--- config.mk ---
export PLATFORM = sky130hd
export DESIGN_NAME = aes_cipher_drain_flat
export DESIGN_NICKNAME = d
export VERILOG_FILES = /design/src/rtl/aes_cipher_drain_if.sv /design/src/rtl/aes_cipher_drain.sv /design/src/flat_wrapper.sv
export SDC_FILE = /design/constraint.sdc
export NUM_CORES = 1
export LEC_CHECK = 0
export CORE_AREA = 3 3 202 224
export CTS_BUF_LIST = sky130_fd_sc_hd__clkbuf_4 sky130_fd_sc_hd__clkbuf_8 sky130_fd_sc_hd__clkbuf_16
export DETAILED_ROUTE_END_ITERATION = 16
export DIE_AREA = 0 0 205 227
export GPL_TIMING_DRIVEN = 0
export PLACE_DENSITY = 0.61
export SYNTH_ARGS = -nofsm -noshare
export SYNTH_HDL_FRONTEND = slang
export SYNTH_SLANG_ARGS = --single-unit
export TNS_END_PERCENT = 1
--- constraint.sdc ---
create_clock -name clk -period 4.4 [get_ports clk]
set_clock_uncertainty 0.2 [all_clocks]
set_input_delay 0.88 -clock clk [delete_from_list [all_inputs] [get_ports clk]]
set_output_delay 0.88 -clock clk [all_outputs]
set_load 0.02 [all_outputs]
--- src/rtl/aes_cipher_drain_if.sv ---
// rtl/aes_cipher_drain_if.sv - config, ciphertext-buffer and memory-request signal bundle for the drain
// Ports: cfg_* config access and read response, buffer_* ring head handshake, mem_req_* write beats,
// done_pulse run completion. slave = drain view, master = driver/memory view.
interface aes_cipher_drain_if #(
    parameter int ADDR_WIDTH = 40
);
    logic                  cfg_hsk;
    logic [15:0]           cfg_addr;
    logic [63:0]           cfg_data;
    logic                  cfg_load;
    logic                  cfg_rvalid;
    logic [63:0]           cfg_rdata;
    logic                  buffer_val;
    logic [127:0]          buffer_data;
    logic                  buffer_pop;
    logic                  mem_req_val;
    logic [ADDR_WIDTH-1:0] mem_req_addr;
    logic [63:0]           mem_req_data;
    logic                  mem_req_rdy;
    logic                  done_pulse;

    modport slave (
        input  cfg_hsk, cfg_addr, cfg_data, cfg_load, buffer_val, buffer_data, mem_req_rdy,
        output cfg_rvalid, cfg_rdata, buffer_pop, mem_req_val, mem_req_addr, mem_req_data, done_pulse
    );

    modport master (
        output cfg_hsk, cfg_addr, cfg_data, cfg_load, buffer_val, buffer_data, mem_req_rdy,
        input  cfg_rvalid, cfg_rdata, buffer_pop, mem_req_val, mem_req_addr, mem_req_data, done_pulse
    );
endinterface

--- src/rtl/aes_cipher_drain.sv ---
// rtl/aes_cipher_drain.sv - drains 128-bit ciphertext entries to memory as two 64-bit beats
// Ports: clk, rst_n (async active-low), bus (aes_cipher_drain_if.slave: config, buffer, memory, done).
// Optional feature: define AES_DRAIN_STALL_CNT_EN for a saturating 32-bit stall counter read at 0x00C0.
module aes_cipher_drain #(
    parameter int ADDR_WIDTH = 40,
    parameter int CNT_WIDTH  = 16
) (
    input  logic               clk,
    input  logic               rst_n,
    aes_cipher_drain_if.slave  bus
);
    typedef enum logic [1:0] {S_IDLE, S_WAIT, S_HI, S_LO} state_t;

    state_t                state_q, state_d;
    logic [ADDR_WIDTH-1:0] base_q, base_d;
    logic [ADDR_WIDTH-1:0] addr_q, addr_d;
    logic [CNT_WIDTH-1:0]  remaining_q, remaining_d;
    logic [CNT_WIDTH-1:0]  drained_q, drained_d;
    logic [127:0]          hold_q, hold_d;
    logic                  err_q, err_d;
    logic                  abort_q, abort_d;
    logic                  done_q, done_d;
    logic                  rvalid_q, rvalid_d;
    logic [63:0]           rdata_q, rdata_d;

    logic                  wr, rd, wr_base, wr_cnt, wr_abort, busy;
    logic                  pop, run_start, mem_val;
    logic [CNT_WIDTH-1:0]  cnt_val;
    logic [63:0]           stall_word;

    assign wr       = bus.cfg_hsk && !bus.cfg_load;
    assign rd       = bus.cfg_hsk && bus.cfg_load;
    assign wr_base  = wr && (bus.cfg_addr == 16'h0080);
    assign wr_cnt   = wr && (bus.cfg_addr == 16'h0090);
    assign wr_abort = wr && (bus.cfg_addr == 16'h00A0);
    assign cnt_val  = bus.cfg_data[CNT_WIDTH-1:0];
    assign busy     = (state_q != S_IDLE);
    assign mem_val  = (state_q == S_HI) || (state_q == S_LO);

    always_comb begin
        state_d     = state_q;
        base_d      = base_q;
        addr_d      = addr_q;
        remaining_d = remaining_q;
        drained_d   = drained_q;
        hold_d      = hold_q;
        err_d       = err_q;
        abort_d     = abort_q;
        done_d      = 1'b0;
        pop         = 1'b0;
        run_start   = 1'b0;

        if (rd && bus.cfg_addr == 16'h00A0) err_d = 1'b0;
        if (wr_cnt && busy)                 err_d = 1'b1;
        if (wr_base && !busy)               base_d = {bus.cfg_data[ADDR_WIDTH-1:4], 4'b0000};

        case (state_q)
            S_IDLE: begin
                if (wr_cnt) begin
                    if (cnt_val == '0) begin
                        done_d = 1'b1;
                    end else begin
                        state_d     = S_WAIT;
                        addr_d      = base_q;
                        drained_d   = '0;
                        remaining_d = cnt_val;
                        abort_d     = 1'b0;
                        run_start   = 1'b1;
                    end
                end
            end
            S_WAIT: begin
                // Abort wins over a waiting entry so nothing is popped that will not be written.
                if (wr_abort) begin
                    state_d = S_IDLE;
                end else if (bus.buffer_val) begin
                    pop     = 1'b1;
                    hold_d  = bus.buffer_data;
                    state_d = S_HI;
                end
            end
            S_HI: begin
                if (wr_abort) abort_d = 1'b1;
                if (bus.mem_req_rdy) state_d = S_LO;
            end
            S_LO: begin
                if (wr_abort) abort_d = 1'b1;
                if (bus.mem_req_rdy) begin
                    addr_d = addr_q + ADDR_WIDTH'(16);
                    if (drained_q != '1)   drained_d   = drained_q + 1'b1;
                    if (remaining_q != '0) remaining_d = remaining_q - 1'b1;
                    // An abort raised during the block (or on its last beat) ends the run quietly.
                    if (abort_q || wr_abort) begin
                        state_d = S_IDLE;
                    end else if (remaining_q <= CNT_WIDTH'(1)) begin
                        state_d = S_IDLE;
                        done_d  = 1'b1;
                    end else begin
                        state_d = S_WAIT;
                    end
                end
            end
            default: state_d = S_IDLE;
        endcase

        rvalid_d = rd;
        rdata_d  = '0;
        if (rd) begin
            case (bus.cfg_addr)
                16'h00A0: rdata_d = {err_q, busy, {(62-CNT_WIDTH){1'b0}}, drained_q};
                16'h00C0: rdata_d = stall_word;
                default:  rdata_d = '0;
            endcase
        end
    end

`ifdef AES_DRAIN_STALL_CNT_EN
    logic [31:0] stall_q, stall_d;

    always_comb begin
        stall_d = stall_q;
        if (run_start)
            stall_d = '0;
        else if (mem_val && !bus.mem_req_rdy && stall_q != '1)
            stall_d = stall_q + 32'd1;
    end

    always_ff @(posedge clk or negedge rst_n) begin
        if (!rst_n) stall_q <= '0;
        else        stall_q <= stall_d;
    end

    assign stall_word = {32'b0, stall_q};
`else
    logic unused_run_start;
    assign unused_run_start = run_start;
    assign stall_word       = '0;
`endif

    always_ff @(posedge clk or negedge rst_n) begin
        if (!rst_n) begin
            state_q     <= S_IDLE;
            base_q      <= '0;
            addr_q      <= '0;
            remaining_q <= '0;
            drained_q   <= '0;
            hold_q      <= '0;
            err_q       <= 1'b0;
            abort_q     <= 1'b0;
            done_q      <= 1'b0;
            rvalid_q    <= 1'b0;
            rdata_q     <= '0;
        end else begin
            state_q     <= state_d;
            base_q      <= base_d;
            addr_q      <= addr_d;
            remaining_q <= remaining_d;
            drained_q   <= drained_d;
            hold_q      <= hold_d;
            err_q       <= err_d;
            abort_q     <= abort_d;
            done_q      <= done_d;
            rvalid_q    <= rvalid_d;
            rdata_q     <= rdata_d;
        end
    end

    logic unused_cfg_bits;
    assign unused_cfg_bits = ^bus.cfg_data[63:ADDR_WIDTH];

    assign bus.buffer_pop   = pop;
    assign bus.mem_req_val  = mem_val;
    assign bus.mem_req_addr = (state_q == S_LO) ? addr_q + ADDR_WIDTH'(8) : addr_q;
    assign bus.mem_req_data = (state_q == S_HI) ? hold_q[127:64] : hold_q[63:0];
    assign bus.done_pulse   = done_q;
    assign bus.cfg_rvalid   = rvalid_q;
    assign bus.cfg_rdata    = rdata_q;
endmodule

--- src/flat_wrapper.sv ---
// flat-port wrapper written by rule: the top's interface ports become plain ports
module aes_cipher_drain_flat 
#(
    parameter int ADDR_WIDTH = 40,
    parameter int CNT_WIDTH  = 16
)
  (clk, rst_n, bus_cfg_hsk, bus_cfg_addr, bus_cfg_data, bus_cfg_load, bus_buffer_val, bus_buffer_data, bus_mem_req_rdy, bus_cfg_rvalid, bus_cfg_rdata, bus_buffer_pop, bus_mem_req_val, bus_mem_req_addr, bus_mem_req_data, bus_done_pulse);
  aes_cipher_drain_if #(.ADDR_WIDTH(ADDR_WIDTH)) bus_i ();
  input  logic clk;
  input  logic rst_n;
  input wire logic [$bits(bus_i.cfg_hsk)-1:0] bus_cfg_hsk;
  input wire logic [$bits(bus_i.cfg_addr)-1:0] bus_cfg_addr;
  input wire logic [$bits(bus_i.cfg_data)-1:0] bus_cfg_data;
  input wire logic [$bits(bus_i.cfg_load)-1:0] bus_cfg_load;
  input wire logic [$bits(bus_i.buffer_val)-1:0] bus_buffer_val;
  input wire logic [$bits(bus_i.buffer_data)-1:0] bus_buffer_data;
  input wire logic [$bits(bus_i.mem_req_rdy)-1:0] bus_mem_req_rdy;
  output wire logic [$bits(bus_i.cfg_rvalid)-1:0] bus_cfg_rvalid;
  output wire logic [$bits(bus_i.cfg_rdata)-1:0] bus_cfg_rdata;
  output wire logic [$bits(bus_i.buffer_pop)-1:0] bus_buffer_pop;
  output wire logic [$bits(bus_i.mem_req_val)-1:0] bus_mem_req_val;
  output wire logic [$bits(bus_i.mem_req_addr)-1:0] bus_mem_req_addr;
  output wire logic [$bits(bus_i.mem_req_data)-1:0] bus_mem_req_data;
  output wire logic [$bits(bus_i.done_pulse)-1:0] bus_done_pulse;
  assign bus_i.cfg_hsk = bus_cfg_hsk;
  assign bus_i.cfg_addr = bus_cfg_addr;
  assign bus_i.cfg_data = bus_cfg_data;
  assign bus_i.cfg_load = bus_cfg_load;
  assign bus_i.buffer_val = bus_buffer_val;
  assign bus_i.buffer_data = bus_buffer_data;
  assign bus_i.mem_req_rdy = bus_mem_req_rdy;
  assign bus_cfg_rvalid = bus_i.cfg_rvalid;
  assign bus_cfg_rdata = bus_i.cfg_rdata;
  assign bus_buffer_pop = bus_i.buffer_pop;
  assign bus_mem_req_val = bus_i.mem_req_val;
  assign bus_mem_req_addr = bus_i.mem_req_addr;
  assign bus_mem_req_data = bus_i.mem_req_data;
  assign bus_done_pulse = bus_i.done_pulse;
  aes_cipher_drain #(.ADDR_WIDTH(ADDR_WIDTH), .CNT_WIDTH(CNT_WIDTH)) u_core (.clk(clk), .rst_n(rst_n), .bus(bus_i));
endmodule
==> results.sh <==
export IMPL_rr_startpoint="u_core.state_q[0]$_DFFE_PN0P_"
export IMPL_leakage_nw=7.53
export IMPL_grt_start_max_net_pins=111
export IMPL_fp_row_count=80
export IMPL_place_congestion=0.872
export IMPL_drt_met1_wl_um=16700
export IMPL_timing_rr_end="u_core.drained_q[5]$_DFFE_PN0P_"
export IMPL_wl_um=40700
export IMPL_cts_tree="built"
export IMPL_cp_common_cell="buf_6"
export IMPL_drtAntennaViolNets=0
export IMPL_synth_distinct_cells=78
export IMPL_ys_seq_area_share_pct=49.8
export IMPL_drv_cap=0
export IMPL_synth_common_cells="dfrtp_1, mux2_2, a21oi_1, buf_4"
export IMPL_synth_main_ff_cell="dfrtp_1"
export IMPL_wl_per_cell_um=19.2
export IMPL_nets=1746
export IMPL_synth_async_sr_flop_share_pct=100
export IMPL_setup_worst_path_start_class="input pin"
export IMPL_wl_met3_um=3290
export IMPL_num_io_pins=386
export IMPL_core_sq_um=43200
export IMPL_vias=10300
export IMPL_insertion_delay_ns=0.55
export IMPL_crit_required_ns=3.32
export IMPL_fin_cells=2119
export IMPL_worstPathArrival_ns=3.28
export IMPL_slew_viol_final=0
export IMPL_crit_path_max_fanout=10
export IMPL_hpwl_um=30200
export IMPL_crit_chain="clkdlybuf4s50_1 -> nor4_4 -> nand4_1 -> or2_1 -> and2_1 -> nand2_1 -> buf_6 -> buf_6 -> inv_1 -> dlygate4sd2_1"
export IMPL_period_share_pct=99.2
export IMPL_synth_top_cell_area_share_pct=49.8
export IMPL_power_density_nw_per_um2=617
export IMPL_port_buffer_count=312
export IMPL_htreeDepth=1
export IMPL_wl_met2_um=19700
export IMPL_totalPowerFinal_mw=11.1
export IMPL_max_freq_mhz=229
export IMPL_slowest_stage="clkdlybuf4s50_1"
export IMPL_hold_path_class="reg -> reg"
export IMPL_drt_first_pass_iters=5
export IMPL_dpl_cell_count=2064
export IMPL_finish_utilization_pct=41.5
export IMPL_grt_pass1_wl_um=61800
export IMPL_ys_ff_latch=256
export IMPL_highest_layer="met5"
export IMPL_clock_sinks=256
export IMPL_cts_made_buffers=29
export IMPL_synth_edf_count=0
export IMPL_syn_to_final_growth_pct=39.5
export IMPL_syn_area_per_cell_sq_um=11.4
export IMPL_drive_gt1_share_pct=25.8
export IMPL_yosysMostFrequentCell="dfrtp_1"
export IMPL_fillers=4189
export IMPL_end_kind="primary output"
export IMPL_drt_iter0_drc=487
export IMPL_final_setup_viol_count=0
export IMPL_rrSetupSlack_ns=1.13
export IMPL_period_needed_ns=4.36
export IMPL_drc_errors=0
export IMPL_cp_startpoint="bus_cfg_addr[1]"
export IMPL_rsz0062_at_grt="true"
export IMPL_syn_area_sq_um=12900
export IMPL_vdd_drop_max_uv=230
export IMPL_track_usage_pct=16.8
export IMPL_max_stage_delay_ns=0.44
export IMPL_worst_pin_slew_ns=0.746
export IMPL_run_status="finished, final reports clean"
export IMPL_first_global_vias=10600
export IMPL_hold_viol_final=0
export IMPL_synth_area_leader_cell="dfrtp_1"
export IMPL_globalRouteOverflowTotal=0
export IMPL_antenna_found_initial=1
export IMPL_crit_path_end="bus_buffer_pop"
export IMPL_die_h_um=227
export IMPL_dieWidth_um=205
export IMPL_synthCells=1128
export IMPL_hold_depth=1
export IMPL_cts_max_path_buffers=3
export IMPL_synthTopCellsByArea="dfrtp_1, mux2_2, buf_4"
export IMPL_relSlewSlack_pct=49.8
export IMPL_clk_pin_slew_ns=0.06
export IMPL_r2r_cells=9
export IMPL_vias_per_cell=4.85
export IMPL_diodes=0
export IMPL_crit_type="in -> out"
export IMPL_holdWs_ns=0.287
export IMPL_initial_core_util_pct=29.7
export IMPL_yosys_warnings=0
export IMPL_die_area_sq_um=46500
export IMPL_root_buffer="clkbuf_16"
export IMPL_post_cts_buffers=0
-- timing repair --
item                                   CTS  global route
hold buffers                             1             0
pin swaps                                1             0
setup endpoints to repair               61            11
gates resized for setup                 10             2
endpoints found under the hold margin   38             0
-- logic make-up after synthesis --
kind of cell / synth area share, %
DFF: 49.8
adders and majority gates: 0.973
xor gates and xnor gates: 0.477
other: 0.0292
AOI/OAI and AO/OA: 9.00
and+or+nand+nor: 12.2
muxes: 20.5
buffers and inverters: 6.90
-- how the worst min path moves through the flow --
stage                                       start                            endpoint  slack (ns)
floorplan                u_core.err_q$_DFFE_PN0P_  u_core.bus.cfg_rdata[63]$_DFF_PN0_        0.25
detailed placement  u_core.hold_q[20]$_DFFE_PN0P_       u_core.hold_q[20]$_DFFE_PN0P_        0.28
global placement    u_core.hold_q[17]$_DFFE_PN0P_       u_core.hold_q[17]$_DFFE_PN0P_        0.27
global route        u_core.hold_q[17]$_DFFE_PN0P_       u_core.hold_q[17]$_DFFE_PN0P_        0.31
finish              u_core.hold_q[20]$_DFFE_PN0P_       u_core.hold_q[20]$_DFFE_PN0P_        0.29
CTS                 u_core.hold_q[20]$_DFFE_PN0P_       u_core.hold_q[20]$_DFFE_PN0P_        0.29
-- per-layer routing --
metal / up-vias / global-route usage [%]
met4: 2 / 4.67
met5: - / 0
met3: 77 / 3.60
li1: 4764 / -
met2: 430 / 29.1
met1: 5000 / 21.2
-- power by group --
group / total [mW] / switching, mW / leakage, nW / internal [mW]
clock: 2.43 / 0.999 / 0.485 / 1.43
sequential: 3.59 / 0.483 / 3.07 / 3.11
combinational: 5.05 / 2.58 / 3.98 / 2.47
-- per-stage QoR --
step	setup TNS (ns)	setup slack (ns)	instance area (sq um)
after CTS	0	0.0147	17900
after global routing	-0.0782	-0.0782	17900
after floorplan	0	1.09	13000
after global placement	-2328.09	-9.14	16900
final	0	0.0355	17900
after detailed placement	-0.268	-0.268	16900
-- state kept, by name (all words and copies together) (netlist names), 2 cells and up --
| name | cells |
|---|---|
| u_core.hold_q | 128 |
| u_core.addr_q | 36 |
| u_core.bus.cfg_rdata | 18 |
| u_core.remaining_q | 16 |
| u_core.state_q | 2 |
| u_core.drained_q | 16 |
| u_core.base_q | 36 |
-- cells in the final DEF, fill, tap and decap left out, types with 25 or more instances in the layout --
cell	instances
nand2_1	53
and2_1	26
conb_1	49
clkdlybuf4s50_1	310
nand3_1	26
mux2_2	222
nand4_1	26
nor2_1	53
a21oi_1	55
clkbuf_1	44
dfrtp_1	256
nor3_1	25
buf_4	54
clkbuf_16	29
o21ai_0	38
-- final cells by class --
type | instances | area (sq um) | area share [%]
buffer | 137 | 851 | 4.74
clock buffer | 44 | 876 | 4.88
clock inverter | 10 | 87.6 | 0.488
inverter | 13 | 48.8 | 0.272
multi-input combinational | 770 | 5760 | 32.1
sequential | 256 | 6410 | 35.7
tap | 574 | 718 | 4.00
timing repair buffer | 315 | 3190 | 17.8
-- critical path: cells and delay by family --
family | cells | cell delay, ns
AND/OR/NAND/NOR | 5 | 1.24
buffers and inverters | 5 | 1.17
Note: power is estimated with default switching activity, not from simulation.
